`config.mk`:
```
export PLATFORM = sky130hd
export DESIGN_NAME = arm_multicycle_ctrl
export DESIGN_NICKNAME = d
export VERILOG_FILES = /design/src/rtl/arm_ctrl_pkg.sv /design/src/rtl/arm_multicycle_ctrl_cond.sv /design/src/rtl/arm_multicycle_ctrl.sv
export SDC_FILE = /design/constraint.sdc
export NUM_CORES = 1
export LEC_CHECK = 0
export ABC_AREA = 1
export CAP_MARGIN = 10
export CORE_MARGIN = 3
export CORE_UTILIZATION = 36
export CTS_CLUSTER_SIZE = 12
export DETAILED_ROUTE_END_ITERATION = 8
export HOLD_SLACK_MARGIN = 0.06
export PLACE_DENSITY_LB_ADDON = 0.3
export SYNTH_ARGS = -nofsm -noshare
export SYNTH_HDL_FRONTEND = slang
export SYNTH_HIERARCHICAL = 1
export SYNTH_SLANG_ARGS = --single-unit
export TNS_END_PERCENT = 1
```
`constraint.sdc`:
```
create_clock -name clk -period 1.4 [get_ports clk]
set_input_delay 0.21 -clock clk [delete_from_list [all_inputs] [get_ports clk]]
set_output_delay 0.21 -clock clk [all_outputs]
set_load 0.01 [all_outputs]
```
`src/rtl/arm_ctrl_pkg.sv`:
```
// Shared types and encodings for the ARM-subset multicycle controller.
// State names, ALU ops, condition codes, opcodes and mux selects.
package arm_ctrl_pkg;

  typedef enum logic [3:0] {
    FETCH,
    DECODE,
    EXECR,
    EXECI,
    ALUWB,
    MEMADR,
    MEMRD,
    MEMWB,
    MEMWR,
    BRANCH
  } state_e;

  localparam logic [1:0] ALU_ADD = 2'b00;
  localparam logic [1:0] ALU_SUB = 2'b01;
  localparam logic [1:0] ALU_MOV = 2'b11;

  localparam logic [3:0] COND_EQ = 4'b0000;
  localparam logic [3:0] COND_NE = 4'b0001;
  localparam logic [3:0] COND_AL = 4'b1110;

  localparam logic [1:0] OP_DP  = 2'b00;
  localparam logic [1:0] OP_MEM = 2'b01;
  localparam logic [1:0] OP_BR  = 2'b10;

  localparam logic [3:0] CMD_ADD = 4'b0100;
  localparam logic [3:0] CMD_SUB = 4'b0010;
  localparam logic [3:0] CMD_CMP = 4'b1010;
  localparam logic [3:0] CMD_MOV = 4'b1101;

  localparam logic [1:0] IMM8  = 2'b00;
  localparam logic [1:0] IMM12 = 2'b01;
  localparam logic [1:0] IMM24 = 2'b10;

  localparam logic [1:0] SRCB_RM  = 2'b00;
  localparam logic [1:0] SRCB_IMM = 2'b01;
  localparam logic [1:0] SRCB_4   = 2'b10;

  localparam logic [1:0] RES_ALUOUT = 2'b00;
  localparam logic [1:0] RES_MEM    = 2'b01;
  localparam logic [1:0] RES_ALU    = 2'b10;

  function automatic logic cmd_ok(
    input logic [3:0] c
  );
    return (c == CMD_ADD) || (c == CMD_SUB) ||
           (c == CMD_CMP) || (c == CMD_MOV);
  endfunction

  function automatic logic [1:0] alu_op(
    input logic [3:0] c
  );
    logic [1:0] r;
    r = ALU_ADD;
    unique case (1'b1)
      (c == CMD_SUB): r = ALU_SUB;
      (c == CMD_CMP): r = ALU_SUB;
      (c == CMD_MOV): r = ALU_MOV;
      default:        r = ALU_ADD;
    endcase
    return r;
  endfunction

endpackage

```
`src/rtl/arm_multicycle_ctrl_cond.sv`:
```
// Condition check: instruction cond field against registered NZCV.
// Unknown condition codes never execute.
module arm_cond_unit
  import arm_ctrl_pkg::*;
(
  input  logic [3:0] cond_i,
  input  logic [3:0] flags_i,
  output logic       cond_ok_o
);

  logic z;
  assign z = flags_i[2];

  always_comb begin
    cond_ok_o = 1'b0;
    unique case (1'b1)
      (cond_i == COND_EQ): cond_ok_o = z;
      (cond_i == COND_NE): cond_ok_o = ~z;
      (cond_i == COND_AL): cond_ok_o = 1'b1;
      default:             cond_ok_o = 1'b0;
    endcase
  end

endmodule

```
`src/rtl/arm_multicycle_ctrl.sv`:
```
// Multicycle sequencer for the ARM-subset datapath.
// Owns state, NZCV flags and all datapath control decodes.
module arm_multicycle_ctrl
  import arm_ctrl_pkg::*;
#(
  parameter logic [3:0] LR_IDX = 4'd14,
  parameter logic [3:0] PC_IDX = 4'd15
) (
  input  logic       clk,
  input  logic       rst_n,
  input  logic [3:0] cond,
  input  logic [1:0] op,
  input  logic [5:0] funct,
  input  logic [3:0] rd,
  input  logic [3:0] alu_flags,
  input  logic       mem_ready,
  output logic       mem_req,
  output logic       mem_write,
  output logic       adr_src,
  output logic       ir_write,
  output logic       pc_write,
  output logic       reg_write,
  output logic       link_sel,
  output logic [1:0] result_src,
  output logic       alu_src_a,
  output logic [1:0] alu_src_b,
  output logic [1:0] alu_control,
  output logic [1:0] imm_src,
  output logic [1:0] reg_src,
  output logic [3:0] flags,
  output logic       illegal
);

  state_e     state_q, state_d;
  logic [3:0] flags_q, flags_d;
  logic       cond_ok;
  logic [3:0] cmd;
  logic       ibit, sbit, lbit, link;
  logic       rd_pc;

  assign cmd   = funct[4:1];
  assign ibit  = funct[5];
  assign sbit  = funct[0];
  assign lbit  = funct[0];
  assign link  = funct[4];
  assign rd_pc = (rd == PC_IDX);
  assign flags = flags_q;

  arm_cond_unit u_cond (
    .cond_i    (cond),
    .flags_i   (flags_q),
    .cond_ok_o (cond_ok)
  );

  always_ff @(posedge clk or negedge rst_n) begin
    if (!rst_n) begin
      state_q <= FETCH;
      flags_q <= 4'b0000;
    end else begin
      state_q <= state_d;
      flags_q <= flags_d;
    end
  end

  always_comb begin
    state_d     = state_q;
    flags_d     = flags_q;
    mem_req     = 1'b0;
    mem_write   = 1'b0;
    adr_src     = 1'b0;
    ir_write    = 1'b0;
    pc_write    = 1'b0;
    reg_write   = 1'b0;
    link_sel    = 1'b0;
    result_src  = RES_ALUOUT;
    alu_src_a   = 1'b0;
    alu_src_b   = SRCB_RM;
    alu_control = ALU_ADD;
    imm_src     = IMM8;
    reg_src     = 2'b00;
    illegal     = 1'b0;

    unique case (state_q)
      FETCH: begin
        mem_req    = 1'b1;
        alu_src_a  = 1'b1;
        alu_src_b  = SRCB_4;
        result_src = RES_ALU;
        // IR/PC must load once per fetch, not every wait cycle
        if (mem_ready) begin
          ir_write = 1'b1;
          pc_write = 1'b1;
          state_d  = DECODE;
        end
      end
      DECODE: begin
        alu_src_a = 1'b1;
        alu_src_b = SRCB_IMM;
        imm_src   = IMM24;
        state_d   = FETCH;
        if (cond_ok) begin
          unique case (1'b1)
            (op == OP_DP && cmd_ok(cmd)):
              state_d = ibit ? EXECI : EXECR;
            (op == OP_DP && !cmd_ok(cmd)):
              illegal = 1'b1;
            (op == OP_MEM):
              state_d = MEMADR;
            (op == OP_BR):
              state_d = BRANCH;
            default:
              illegal = 1'b1;
          endcase
        end
      end
      EXECR, EXECI: begin
        alu_src_b   = (state_q == EXECI) ? SRCB_IMM
                                         : SRCB_RM;
        imm_src     = IMM8;
        alu_control = alu_op(cmd);
        if (sbit || cmd == CMD_CMP)
          flags_d = alu_flags;
        state_d = (cmd == CMD_CMP) ? FETCH : ALUWB;
      end
      ALUWB: begin
        result_src = RES_ALUOUT;
        pc_write   = rd_pc;
        reg_write  = ~rd_pc;
        state_d    = FETCH;
      end
      MEMADR: begin
        alu_src_b = SRCB_IMM;
        imm_src   = IMM12;
        state_d   = lbit ? MEMRD : MEMWR;
      end
      MEMRD: begin
        mem_req = 1'b1;
        adr_src = 1'b1;
        if (mem_ready)
          state_d = MEMWB;
      end
      MEMWB: begin
        result_src = RES_MEM;
        pc_write   = rd_pc;
        reg_write  = ~rd_pc;
        state_d    = FETCH;
      end
      MEMWR: begin
        mem_req   = 1'b1;
        mem_write = 1'b1;
        adr_src   = 1'b1;
        reg_src   = 2'b10;
        if (mem_ready)
          state_d = FETCH;
      end
      BRANCH: begin
        pc_write   = 1'b1;
        result_src = RES_ALUOUT;
        if (link) begin
          link_sel  = 1'b1;
          // a link into the PC slot would clobber the branch target
          reg_write = (LR_IDX != PC_IDX);
        end
        state_d = FETCH;
      end
      default: state_d = FETCH;
    endcase

    if (!rst_n) begin
      mem_req     = 1'b0;
      mem_write   = 1'b0;
      adr_src     = 1'b0;
      ir_write    = 1'b0;
      pc_write    = 1'b0;
      reg_write   = 1'b0;
      link_sel    = 1'b0;
      result_src  = RES_ALUOUT;
      alu_src_a   = 1'b0;
      alu_src_b   = SRCB_RM;
      alu_control = ALU_ADD;
      imm_src     = IMM8;
      reg_src     = 2'b00;
      illegal     = 1'b0;
    end
  end

endmodule

```
Yosys cells after proc, flatten, opt, wreduce, memory -nomap -nowiden
Cells that the tools add are included.
{"block": "word_totals", "ff_bits": 8, "input_bits": 23, "output_inout_bits": 23, "word_cells": 87}
{"block": "classes", "eq_ne": 21, "n_mux": 44, "n_bitwise": 2, "n_reduce_logical": 18}
{"operator": "== test 4 bit (second input constant)", "count": 6}
{"operator": "case mux 4 bit (6 select lines)", "count": 1}
{"operator": "two-way mux 1 bit", "count": 22}
{"operator": "== test 4 x 3 -> 1 bit (second input constant)", "count": 5}
{"operator": "two-way mux 4 bit", "count": 5}
{"operator": "two-way mux 2 bit", "count": 7}
{"operator": "== test 4 x 2 -> 1 bit (second input constant)", "count": 3}
{"operator": "case mux 2 bit (2 select lines)", "count": 3}
{"operator": "case mux 4 bit (3 select lines)", "count": 1}
{"operator": "OR reduction 2 bit", "count": 6}
{"operator": "== test 4 x 1 -> 1 bit (second input constant)", "count": 2}
{"operator": "zero test 4 bit", "count": 2}
{"operator": "!= test 2 bit (second input constant)", "count": 3}
{"operator": "case mux 1 bit (3 select lines)", "count": 2}
{"operator": "case mux 2 bit (3 select lines)", "count": 1}
{"operator": "OR reduction 3 bit", "count": 2}
{"operator": "logical OR 1 bit", "count": 4}
{"operator": "two-way mux 3 bit", "count": 1}
{"operator": "AND reduction 3 bit", "count": 1}
{"operator": "== test 2 x 1 -> 1 bit (second input constant)", "count": 1}
{"operator": "== test 2 bit (second input constant)", "count": 1}
{"operator": "zero test 2 bit", "count": 1}
{"operator": "NOT 1 bit", "count": 2}
{"operator": "case mux 1 bit (2 select lines)", "count": 1}
{"operator": "other kinds (2)", "count": 2}

Logic depth before layout (Yosys ltp)
{"block": "depth", "ltp_word": 10, "ltp_mapped": 9, "depth_no_buf": 9}

By module
The synthesis kept the hierarchy.
{"mod": "arm_multicycle_ctrl", "n_inst": 1, "cells_each": 108, "area_per_inst_um2": 700.7, "seq_area_each_um2": 200.2}
{"mod": "arm_cond_unit", "n_inst": 1, "cells_each": 12, "area_per_inst_um2": 50.0, "seq_area_each_um2": 0.0}

Worst setup path after synthesis
Ideal clock, no wire load.
{"block": "synth_timing", "path_type": "register -> output", "from": "register state_q[1]", "to": "output reg_src[1]", "arrival_ns": 1.149, "required_ns": 1.190, "path_slack_ns": 0.041, "stages_incl_launch_ff": 5, "path_buffers": 1, "path_cell_list": "dfrtp_1 -> nor2_2 -> nand3_1 -> nor2_1 -> buf_4"}
{"block": "synth_via", "elab_chain_cells": 3}
{"element": "from (decl)", "line_no": "arm_multicycle_ctrl.sv:34", "rtl": "state_e state_q, state_d;"}
{"element": "from (signal assigned)", "line_no": "arm_multicycle_ctrl.sv:60", "rtl": "state_q <= state_d;"}
{"element": "== test 4 bit", "line_no": "arm_multicycle_ctrl.sv:83", "rtl": "unique case (state_q)"}
{"element": "two-way mux 2 bit", "line_no": "arm_multicycle_ctrl.sv:83"}
{"element": "two-way mux 2 bit", "line_no": "arm_multicycle_ctrl.sv:169", "rtl": "if (!rst_n) begin"}
{"element": "to (decl)", "line_no": "arm_multicycle_ctrl.sv:29", "rtl": "output logic [1:0] reg_src,"}
No other way between the ends.

Worst setup path after layout
{"block": "layout_timing", "from": "register state_q[3]", "to": "output pc_write"}
{"block": "layout_via", "elab_chain_cells": 4, "elab_cells_between_ends": 7}
{"element": "== test 4 x 3 -> 1 bit", "line_no": "arm_multicycle_ctrl.sv:83"}
{"element": "OR reduction 2 bit (no line)"}
{"element": "case mux 1 bit (3 select lines) (*)", "line_no": "arm_multicycle_ctrl.sv:83"}
{"element": "two-way mux 1 bit (*)", "line_no": "arm_multicycle_ctrl.sv:169"}
{"element": "to (decl)", "line_no": "arm_multicycle_ctrl.sv:21", "rtl": "output logic pc_write,"}
Every way passes the cells marked *; elsewhere a longest branch is shown, timed or not.

==> out/results.ini <==
[setup_path]
cp-start-kind = register
max_stage_delay_ns = 0.43
path_cells = buf_6 > nor2_4 > nand3_2 > nor2_2 > nor2_1 > a21oi_1 > buf_2
crit_fanout = 4
path_delay_family = simple AND/OR/NAND/NOR gates
startpoint = state_q[3]
r2r_setup_slack_ns = -0.03
reg2reg_from = flags[2]
worst_ep_arrival_time_ns = 1.56
end_kind = output port
critical_path_buf_inv_count = 2
cp.required_ns = 1.19
critPathSlowestCell = dfrtp_2
path_class = register to output port

[floorplan]
start_util_pct = 40.8
core_sq_um = 1840
boundaryPins = 46
rows = 15
die_w_um = 51.7
die_h_um = 51.7
die-area_sq_um = 2670

[clocking]
clk_path_buf_depth = 2
clk_latency_ns = 0.25
cts_tree = yes
numCtsBuffers = 3
clockRootBuffer = clkbuf_4
htree_levels = 1
cts.sinks = 8
clkSlewWorstSetupHoldPaths_ns = 0.06

[timing]
slew_violations = 0
finalSetupViolations = 19
rsz0062_at_grt = yes
tns_ns = -3.73
whs_ns = 0.312
fin_crit_sh_pct = 126
max_freq_ghz = 0.566
hold_violations = 0
setup_ws_ns = -0.367
fin_worst_skew_ns = 0.0145
fin_crit_ns = 1.77

[yosys]
synth_nets = 147
avgSynthCellArea_sq_um = 6.26
netlist_instances = 120
yosys_warnings = 6
synthFlopType = dfrtp_1
ys_seq_area_share_pct = 26.7
synth_top_area_share_pct = 26.7
synthArstFlopShare_pct = 100
synth_area_leaders = dfrtp_1 (27%), nand2_1 (15%), nand3_1 (9.3%)
yosysTopAreaCell = dfrtp_1
synth.ff_latch_count = 8
yosysMostFrequentCell = nand2_1
synth_edf_count = 0
yosysUniqueCellTypes = 23
synth_commonest_cells = nand2_1 (30), inv_1 (15), nand3_1 (14)
syn_area_sq_um = 751

[worst_hold_path]
min_path_type = primary input to async pin

[flow_run]
cap_violations = 0

[routing]
drtAntennaViolNets = 0
vias = 1146
drc = 0
drt_pre_antenna_iters = 4
wl_um = 3290
via_per_inst = 5.09
drt_iter0_drc = 29
wl_per_cell_um = 14.6

[global_routing]
grt_usage_pct = 26.0
antenna_found_initial = 0
grt_max_degree = 10
grt-ovfl-total = 0
grt_pass1_wl_um = 5070
grt_pass1_vias = 1219

[placed_design]
dpl_cell_area_sq_um = 1400
dp_hpwl_um = 2060
portBuffers = 44
gp_congestion = 0.767

[pwr]
ir_worst_vdd_mv = 0.817
cellLeakagePower_nw = 0.856
power_density_nw_per_um2 = 1030

[finish]
postLayoutCellArea_sq_um = 1560
final_nets = 229
diodes = 0
syn2layout_area_growth_pct = 108
drive_gt1_share_pct = 44.0

[outcome]
status = finished, violations left
violations = setup timing

[repair_timing]
action / in CTS / in global routing
pin swaps: 14 / 7
hold buffers: 0 / 0
endpoints found under the setup margin: 20 / 28
buffers inserted: 9 / 1
resized for setup: 88 / 19
[flip-flops by register name (all words and copies together), names as in the netlist]
signal	count
state_q	4
flags	4
[stage by stage]
stage                     std cells  power (mW)  setup slack [ns]  util [%]
after floorplan                 120       0.681            0.0412         -
after global placement          212        1.19            -0.596      76.1
after detailed placement        212        1.21            -0.676      76.1
after CTS                       224        1.50            -0.258      81.0
after global routing            225        1.71            -0.443      84.9
final                           225        1.61            -0.367      84.9
[report_power, final]
part / total, mW / leakage [nW] / switching [mW] / internal [mW]
Clock: 0.177 / 0.0138 / 0.0789 / 0.0981
Sequential: 0.345 / 0.103 / 0.0481 / 0.297
Combinational: 1.09 / 0.739 / 0.531 / 0.557
[final cells by class]
class	instances	area, sq um
well taps	25	31.3
multi-input cells	90	554
clock buffers	3	22.5
repair buffers	80	678
flip-flops and latches	8	204
inverters	19	71.3
fillers	111	278
[layout by cell type (no fill, tap or decap), types with 3 or more instances in the layout]
master	count
a21oi_1	4
clkdlybuf4s15_2	3
a21oi_2	3
dlymetal6s2s_1	5
dfrtp_2	3
ha_1	4
inv_2	5
buf_2	13
nand2_1	26
nand4_1	5
clkbuf_4	3
nand2_2	4
buf_4	32
buf_6	6
clkdlybuf4s50_1	20
inv_1	14
dfrtp_1	5
nor2_1	9
nand3_1	10
nor2_4	7
nor2_2	4
nand3_2	3
[layer usage]
layer,GRT usage [%],routed length [um],vias to the layer above
met2,49.2,1620,66
met1,24.6,1310,522
met5,0,0,-
met4,17.9,114,0
li1,-,-,545
met3,5.44,245,13
[cells by family after synthesis]
logic type / synth area share (%)
adders and majority gates: 6.67
AOI/OAI and AO/OA: 10.2
and+or+nand+nor: 44.0
buffers and inverters: 12.0
other: 0.500
DFF: 26.7
[worst paths after layout]
path	depth (start not counted)	end
min in group clk	2	flags[3]
max in group asynchronous	2	state_q[3]
setup / recovery	7	pc_write
hold / removal	2	flags[1]
hold reg to reg	2	flags[3]
setup reg to reg	10	state_q[0]
(Power assumes the default switching activity.)
